[config.mk]
export PLATFORM = sky130hd
export DESIGN_NAME = axi_lite_alu_sequencer
export DESIGN_NICKNAME = d
export VERILOG_FILES = /design/src/rtl/axi_lite_alu_sequencer.sv
export SDC_FILE = /design/constraint.sdc
export NUM_CORES = 1
export LEC_CHECK = 0
export CORE_MARGIN = 5
export CORE_UTILIZATION = 40
export DETAILED_ROUTE_END_ITERATION = 10
export GPL_ROUTABILITY_DRIVEN = 0
export HOLD_SLACK_MARGIN = 0.03
export MAX_ROUTING_LAYER = met4
export PLACE_DENSITY_LB_ADDON = 0.12
export SYNTH_ARGS = -nofsm -noshare
export SYNTH_HDL_FRONTEND = slang
export SYNTH_SLANG_ARGS = --single-unit
[constraint.sdc]
create_clock -name aclk -period 1.8 [get_ports aclk]
set_input_delay 0.27 -clock aclk [delete_from_list [all_inputs] [get_ports aclk]]
set_output_delay 0.27 -clock aclk [all_outputs]
set_load 0.01 [all_outputs]
[src/rtl/axi_lite_alu_sequencer.sv]
// AXI-Lite master that runs one ALU operation on the ALU register slave:
// write srcA, write srcB, wait for the result to settle, then read the result register.
module axi_lite_alu_sequencer #(
  parameter int                    ADDR_WIDTH    = 8,
  parameter int                    DATA_WIDTH    = 32,
  parameter logic [ADDR_WIDTH-1:0] BASE_ADDR     = '0,
  parameter int                    SETTLE_CYCLES = 2
) (
  input  logic                    aclk,
  input  logic                    aresetn,
  input  logic                    req_valid,
  output logic                    req_ready,
  input  logic [1:0]              req_op,
  input  logic [DATA_WIDTH-1:0]   req_a,
  input  logic [DATA_WIDTH-1:0]   req_b,
  output logic                    rsp_valid,
  input  logic                    rsp_ready,
  output logic [DATA_WIDTH-1:0]   rsp_data,
  output logic [1:0]              rsp_err,
  output logic                    busy,
  output logic [ADDR_WIDTH-1:0]   M_AXI_LITE_awaddr,
  output logic                    M_AXI_LITE_awvalid,
  input  logic                    M_AXI_LITE_awready,
  output logic [DATA_WIDTH-1:0]   M_AXI_LITE_wdata,
  output logic [DATA_WIDTH/8-1:0] M_AXI_LITE_wstrb,
  output logic                    M_AXI_LITE_wvalid,
  input  logic                    M_AXI_LITE_wready,
  input  logic [1:0]              M_AXI_LITE_bresp,
  input  logic                    M_AXI_LITE_bvalid,
  output logic                    M_AXI_LITE_bready,
  output logic [ADDR_WIDTH-1:0]   M_AXI_LITE_araddr,
  output logic                    M_AXI_LITE_arvalid,
  input  logic                    M_AXI_LITE_arready,
  input  logic [DATA_WIDTH-1:0]   M_AXI_LITE_rdata,
  input  logic [1:0]              M_AXI_LITE_rresp,
  input  logic                    M_AXI_LITE_rvalid,
  output logic                    M_AXI_LITE_rready
);

  generate
    if (!(DATA_WIDTH == 32 || DATA_WIDTH == 64)) begin : g_bad_data_width
      $error("axi_lite_alu_sequencer: DATA_WIDTH must be 32 or 64");
    end
    if (ADDR_WIDTH < 5) begin : g_bad_addr_width
      $error("axi_lite_alu_sequencer: ADDR_WIDTH must be >= 5");
    end
  endgenerate

  localparam logic [ADDR_WIDTH-1:0] OFF_A   = ADDR_WIDTH'(8'h00);
  localparam logic [ADDR_WIDTH-1:0] OFF_B   = ADDR_WIDTH'(8'h04);
  localparam logic [ADDR_WIDTH-1:0] OFF_ADD = ADDR_WIDTH'(8'h08);
  localparam logic [ADDR_WIDTH-1:0] OFF_SUB = ADDR_WIDTH'(8'h0C);
  localparam logic [ADDR_WIDTH-1:0] OFF_MUL = ADDR_WIDTH'(8'h10);

  localparam int               CNT_W       = (SETTLE_CYCLES > 1) ? $clog2(SETTLE_CYCLES) : 1;
  localparam logic [CNT_W-1:0] SETTLE_LOAD = CNT_W'(SETTLE_CYCLES > 0 ? SETTLE_CYCLES - 1 : 0);

  typedef enum logic [3:0] {IDLE, WR_A, BR_A, WR_B, BR_B, SETTLE, RD, RR, RSP} state_t;

  state_t                  state;
  logic [1:0]              op_q;
  logic [DATA_WIDTH-1:0]   b_q;
  logic                    aw_done;
  logic                    w_done;
  logic [CNT_W-1:0]        settle_cnt;
  logic                    aw_fire;
  logic                    w_fire;

  assign aw_fire = M_AXI_LITE_awvalid && M_AXI_LITE_awready;
  assign w_fire  = M_AXI_LITE_wvalid  && M_AXI_LITE_wready;

  function automatic logic [ADDR_WIDTH-1:0] result_addr(input logic [1:0] op);
    case (op)
      2'd0:    result_addr = BASE_ADDR + OFF_ADD;
      2'd1:    result_addr = BASE_ADDR + OFF_SUB;
      default: result_addr = BASE_ADDR + OFF_MUL;
    endcase
  endfunction

  // NOTE: non-blocking assignments only in clocked logic, so every branch sees pre-edge values.
  always_ff @(posedge aclk or negedge aresetn) begin
    if (!aresetn) begin
      state              <= IDLE;
      op_q               <= '0;
      b_q                <= '0;
      aw_done            <= 1'b0;
      w_done             <= 1'b0;
      settle_cnt         <= '0;
      req_ready          <= 1'b0;
      rsp_valid          <= 1'b0;
      rsp_data           <= '0;
      rsp_err            <= 2'b00;
      busy               <= 1'b0;
      M_AXI_LITE_awaddr  <= '0;
      M_AXI_LITE_awvalid <= 1'b0;
      M_AXI_LITE_wdata   <= '0;
      M_AXI_LITE_wstrb   <= '0;
      M_AXI_LITE_wvalid  <= 1'b0;
      M_AXI_LITE_bready  <= 1'b0;
      M_AXI_LITE_araddr  <= '0;
      M_AXI_LITE_arvalid <= 1'b0;
      M_AXI_LITE_rready  <= 1'b0;
    end else begin
      case (state)
        IDLE: begin
          if (req_valid && req_ready) begin
            req_ready <= 1'b0;
            busy      <= 1'b1;
            op_q      <= req_op;
            b_q       <= req_b;
            rsp_data  <= '0;
            rsp_err   <= 2'b00;
            if (req_op == 2'd3) begin
              rsp_err   <= 2'b10;
              rsp_valid <= 1'b1;
              state     <= RSP;
            end else begin
              M_AXI_LITE_awaddr  <= BASE_ADDR + OFF_A;
              M_AXI_LITE_wdata   <= req_a;
              M_AXI_LITE_wstrb   <= '1;
              M_AXI_LITE_awvalid <= 1'b1;
              M_AXI_LITE_wvalid  <= 1'b1;
              aw_done            <= 1'b0;
              w_done             <= 1'b0;
              state              <= WR_A;
            end
          end else begin
            req_ready <= 1'b1;
            busy      <= 1'b0;
          end
        end
        // NOTE: valids are registered and only cleared by their own handshake, never gated by ready.
        WR_A, WR_B: begin
          if (aw_fire) begin
            M_AXI_LITE_awvalid <= 1'b0;
            aw_done            <= 1'b1;
          end
          if (w_fire) begin
            M_AXI_LITE_wvalid <= 1'b0;
            w_done            <= 1'b1;
          end
          if ((aw_done || aw_fire) && (w_done || w_fire)) begin
            M_AXI_LITE_bready <= 1'b1;
            state             <= (state == WR_A) ? BR_A : BR_B;
          end
        end
        BR_A: begin
          if (M_AXI_LITE_bvalid) begin
            M_AXI_LITE_bready  <= 1'b0;
            if (rsp_err == 2'b00) rsp_err <= M_AXI_LITE_bresp;
            M_AXI_LITE_awaddr  <= BASE_ADDR + OFF_B;
            M_AXI_LITE_wdata   <= b_q;
            M_AXI_LITE_awvalid <= 1'b1;
            M_AXI_LITE_wvalid  <= 1'b1;
            aw_done            <= 1'b0;
            w_done             <= 1'b0;
            state              <= WR_B;
          end
        end
        BR_B: begin
          if (M_AXI_LITE_bvalid) begin
            M_AXI_LITE_bready <= 1'b0;
            if (rsp_err == 2'b00) rsp_err <= M_AXI_LITE_bresp;
            if (SETTLE_CYCLES == 0) begin
              M_AXI_LITE_araddr  <= result_addr(op_q);
              M_AXI_LITE_arvalid <= 1'b1;
              state              <= RD;
            end else begin
              settle_cnt <= SETTLE_LOAD;
              state      <= SETTLE;
            end
          end
        end
        SETTLE: begin
          if (settle_cnt == '0) begin
            M_AXI_LITE_araddr  <= result_addr(op_q);
            M_AXI_LITE_arvalid <= 1'b1;
            state              <= RD;
          end else begin
            settle_cnt <= settle_cnt - CNT_W'(1);
          end
        end
        RD: begin
          if (M_AXI_LITE_arready) begin
            M_AXI_LITE_arvalid <= 1'b0;
            M_AXI_LITE_rready  <= 1'b1;
            state              <= RR;
          end
        end
        RR: begin
          if (M_AXI_LITE_rvalid) begin
            M_AXI_LITE_rready <= 1'b0;
            rsp_data          <= M_AXI_LITE_rdata;
            if (rsp_err == 2'b00) rsp_err <= M_AXI_LITE_rresp;
            rsp_valid         <= 1'b1;
            state             <= RSP;
          end
        end
        RSP: begin
          if (rsp_ready) begin
            rsp_valid <= 1'b0;
            busy      <= 1'b0;
            req_ready <= 1'b1;
            state     <= IDLE;
          end
        end
        default: state <= IDLE;
      endcase
    end
  end

endmodule
Yosys cells after proc, flatten, opt, wreduce, memory -nomap -nowiden
Cells that the tools add are included.
- flip-flop bits (word level): 132
- bits in latches: 0
- RAM bits: 0
- ROM bits: 0
- bits of input ports: 111
- output and inout bits: 94
- memories: 0
- $add $sub $neg: 1
- $mul: 0
- divide/modulo/power cells: 0
- order comparisons: 0
- eq/ne operators: 25
- shift operators: 0
- mux-type cells: 64
- bitwise operators: 2
- reductions and logical operators: 36
- operator list (operator ; count):
    32-bit 2-to-1 mux ; 5
    32-bit case mux with 2 select lines ; 2
    4-bit 2-to-1 mux ; 9
    4-bit case mux with 8 select lines ; 1
    2-bit != test (second input constant) ; 13
    8-bit 2-to-1 mux ; 3
    1-bit 2-to-1 mux ; 23
    4-bit by 3-bit equality test with 1-bit output (second input constant) ; 4
    8-bit case mux with 2 select lines ; 1
    1-bit case mux with 3 select lines ; 5
    3-bit AND reduction ; 5
    5-bit AND reduction ; 3
    2-bit nonzero test ; 7
    2-bit 2-to-1 mux ; 6
    1-bit case mux with 2 select lines ; 6
    5-bit case mux with 2 select lines ; 1
    3-bit nonzero test ; 3
    4-bit by 2-bit equality test with 1-bit output (second input constant) ; 2
    2-bit AND reduction ; 4
    8-bit AND reduction ; 1
    2-bit case mux with 3 select lines ; 1
    6-bit AND reduction ; 1
    4-bit by 1-bit equality test with 1-bit output (second input constant) ; 1
    4-bit equality test (second input constant) ; 1
    other kinds (12) ; 20

Logic depth before layout (Yosys ltp)
- depth in word-level cells: 5
- mapped depth: 9
- gate-level depth less buffers: 5

Least setup slack after synthesis
No wires, ideal clock.
- path kind: flip-flop to flip-flop
- start point: register state[2]
- end point: register b_q[18]
- setup time: 0.125 ns
- data arrival time: 1.685 ns
- required time: 1.675 ns
- path slack: -0.010 ns
- stages on the path, launching flop included: 7
- path buffers: 3
- path through: dfrtp_1 buf_4 nor4_4 and2b_1 buf_4 buf_4 mux2_2
- word-level cells in the longest chain between the ends: 2
- ends and longest elaborated chain (item ; RTL line ; RTL):
    from (decl) ; 60 ; state_t state;
    from (signal assigned) ; 144 ; state <= (state == WR_A) ? BR_A : BR_B;
    4-bit zero test ; 104 ; case (state)
    2-bit AND reduction (no line) ; -- ;
    to (signal assigned) ; 110 ; b_q <= req_b;
    to (decl) ; 62 ; logic [DATA_WIDTH-1:0] b_q;
No other way between the ends.
A chain may end at the register's enable or synchronous reset.

Final worst setup path
- start point: register state[2]
- end point: register M_AXI_LITE_wdata[9]
- word-level cells in the longest chain between the ends: 3
- ends and longest elaborated chain (item ; RTL line ; RTL):
    4-bit by 2-bit equality test with 1-bit output or 4-bit zero test (tied branches) ; 104 ;
    2-bit != test (no line) or 2-bit nonzero test (tied branches) ; -- ;
    4-bit AND reduction (no line) ; -- ;
    to (signal assigned) ; 119 ; M_AXI_LITE_wdata <= req_a;
    to (signal assigned) ; 152 ; M_AXI_LITE_wdata <= b_q;
    to (decl) ; 24 ; output logic [DATA_WIDTH-1:0] M_AXI_LITE_wdata,
Several ways; a longest one is shown, not always the timed one.

==> run metrics <==
DR WL/cell=19.1 um; switching power total=roughly 5.2 mW; CTS Sinks=120; Clock Skews=around 0.0064 ns; CP max FO=7; largest family of logic cells by synthesized area=multiplexers; Die X=about 130 um; Post-synth ARST share=100%; area share of fa/ha/maj cells after synthesis=less than 1%; # setup viols final=64; initial core utilization=approximately two fifths; vias per inst=5.13; fmax=about 520 MHz; Slew Limit Fails=0; critical path type=reg2reg; die area=roughly 0.016 mm2; Final nets=just over 800; CP endpoint kind=register; # fillers=967; FF+latch area=around 0.003 mm2; Clk pin slew, worst setup/hold paths=~0.05 ns; Ports=between 200 and 250; RSZ-0062 raised after global routing=true; Hold Crit Class=in2async; final WL=around 17000 um; crit path launch type=register; register share of total power=between 20% and 30%; initial antenna violation count=0; syn_area_per_cell=~12 um2; ANT nets after route=0; clk_lat worst skew=between 0.4 and 0.5 ns; Seq cells post-synth=120; clk buf depth=2; final hold vios=0; diode count=0; design area=between 0.008 and 0.009 mm2; post-synthesis compound-gate area fraction=~15%; H-tree lvl count=4; Leakage=around 3.8 nW; status=complete, but fails checks; Comb power frac=51.0%; most frequent cells in the layout=clkdlybuf4s50_1, dfrtp_1, buf_4; Critical Path AT=2.20 ns; FP Rows=between 40 and 50; first-pass GRT wire length=approximately 25000 um; Place WS=-0.474 ns; ys flop type=dfrtp_1; unique cell type count in the Yosys netlist=41; Simple-Gate Fraction of Synth Area=7.32%; layout cells sized above 1=a little over a quarter; Vert. Die Dim=~130 um; Tot Pwr=15.7 mW; sw frac=33.1%; Synth Area in XOR/XNOR=less than 1%; Peak VDD IR=around 0.00085 V; area of the core=0.0131 mm2; register area share after synthesis=roughly 57%; fin worst setup slack=-0.108 ns; cells after synthesis=444; utilization after layout=68.2%; post-layout minimum cycle time=~1.9 ns; P_int=10.5 mW; Cell Area, Placed=around 0.0076 mm2; warnings from Yosys=0; Clock power frac=roughly 20%; violated checks=negative setup slack; Port Buffers=between 150 and 200; Num CTS Buffers=17; DR pass1 iterations=4; initial DRC count=about 260; vias in the first global route=between 4000 and 5000; most common cell after layout, fill and taps aside=clkdlybuf4s50_1; DRC Markers=0; mapped cell area=~0.0053 mm2; vias=4570; total of max-cap violations=0; global route overflow=0; Tot GR Track Use=around a fifth; area grow syn2layout=68.7%; multiplexer share of the synthesized area=14.7%; multi-input combinational cell area=between 0.002 and 0.0025 mm2; largest net degree at the start of global routing=37; setup_tns=-3.26 ns; required time of the worst setup path=2.09 ns; pwr/cell area=1750 mW/mm2; Post-synth EDFFs=0; DP Wirelength=10700 um; Final Cycle Share=106%; CTS root buf=clkbuf_16; TritonCTS clock tree=built
stage by stage:
step / hold slack [ns] / std cells
floorplan: -0.0256 / 455
global placement: 0.234 / 819
detailed placement: 0.244 / 819
CTS: 0.367 / 875
global route: 0.388 / 890
finish: 0.357 / 890
worst max-delay path, cell delays in order (launching register included):
cell     delay (ns)
dfrtp_1        0.40
buf_6          0.13
buf_8          0.13
nor4b_4        0.28
buf_4          0.16
buf_6          0.11
buf_6          0.13
buf_16         0.14
mux2i_4        0.24
a21oi_2        0.07
kinds of logic (layout without fill, tap and decap cells):
kind of cell             Yosys count  count (layout)
AO/OA/AOI/OAI                    109             110
XOR/XNOR                           1               1
multiplexers                      73              73
AND/OR/NAND/NOR                   83              84
buffers and inverters             56             313
other                              1              12
flip-flops                       120             120
adder cells (fa/ha/maj)            1               1
registers in the layout, summed over array words and instances, names as in the netlist, 2 cells and up:
| register | cells |
|---|---|
| M_AXI_LITE_araddr | 3 |
| M_AXI_LITE_wdata | 32 |
| b_q | 32 |
| op_q | 2 |
| rsp_data | 32 |
| rsp_err | 2 |
| state | 4 |
cell type report:
type,instances,share of cell area (%)
sequential,120,33.5
inverter,8,0.335
clock buffer,30,5.96
clock inverter,1,0.0838
tap,176,2.46
timing repair buffer,274,32.7
multi-input combinational,281,24.9
worst paths after layout:
| check | slack (ns) | cells past startpoint | start | endpoint |
|---|---|---|---|---|
| hold / removal | 0.36 | 2 | aresetn | M_AXI_LITE_awaddr[2]$_DFFE_PN0P_ |
| max in group asynchronous | 0.89 | 3 | aresetn | M_AXI_LITE_wdata[14]$_DFFE_PN0P_ |
| min in group aclk | 0.47 | 2 | M_AXI_LITE_rdata[6] | rsp_data[6]$_DFFE_PN0P_ |
| setup reg to reg | -0.11 | 9 | state[2]$_DFFE_PN0P_ | M_AXI_LITE_wdata[9]$_DFFE_PN0P_ |
| setup / recovery | -0.11 | 9 | state[2]$_DFFE_PN0P_ | M_AXI_LITE_wdata[9]$_DFFE_PN0P_ |
| hold reg to reg | 0.48 | 1 | busy$_DFFE_PN0P_ | busy$_DFFE_PN0P_ |
Yosys cell counts (all sizes together) (2+ instances only):
| cell type | n | area share [%] |
|---|---|---|
| a21o | 4 | 0.57 |
| a21oi | 41 | 4.6 |
| a22o | 34 | 5.6 |
| a31oi | 7 | 0.82 |
| and2 | 2 | 0.24 |
| buf | 41 | 5.3 |
| clkbuf | 7 | 0.49 |
| dfrtp | 120 | 57 |
| inv | 8 | 0.57 |
| mux2 | 39 | 8.3 |
| mux2i | 34 | 6.4 |
| nand2 | 18 | 1.3 |
| nand3 | 3 | 0.28 |
| nand3b | 3 | 0.42 |
| nor2 | 44 | 3.1 |
| nor2b | 2 | 0.24 |
| nor3 | 4 | 0.38 |
| nor4b | 2 | 0.45 |
| o21ai | 11 | 1.0 |
| o2bb2ai | 2 | 0.33 |
| o31a | 2 | 0.33 |
power by group through the flow:
stage	registers [mW]	logic [mW]	clock network [mW]
6_report	4.60	8.01	3.10
3_3_place_gp	4.53	6.18	0
3_5_place_dp	4.59	6.29	0
2_1_floorplan	4.78	3.17	0
5_1_grt	4.75	8.51	3.28
4_1_cts	4.56	7.39	3.16
per-layer routing:
layer | global-route usage (%) | wire [um] | share of wire (%)
met1 | 25.1 | 7040 | 41
met2 | 34.8 | 8680 | 51
met3 | 5.93 | 921 | 5.4
met4 | 7.27 | 358 | 2.1
met5 | - | 0 | 0
timing repair:
item	in CTS	in global routing
cloned	9	9
hold buffers	1	0
gates resized for setup	30	53
buffers inserted	15	13
setup endpoints to repair	105	111
endpoints found under the hold margin	25	0
pin swaps	7	18
Note: power is estimated with default switching activity, not from simulation.
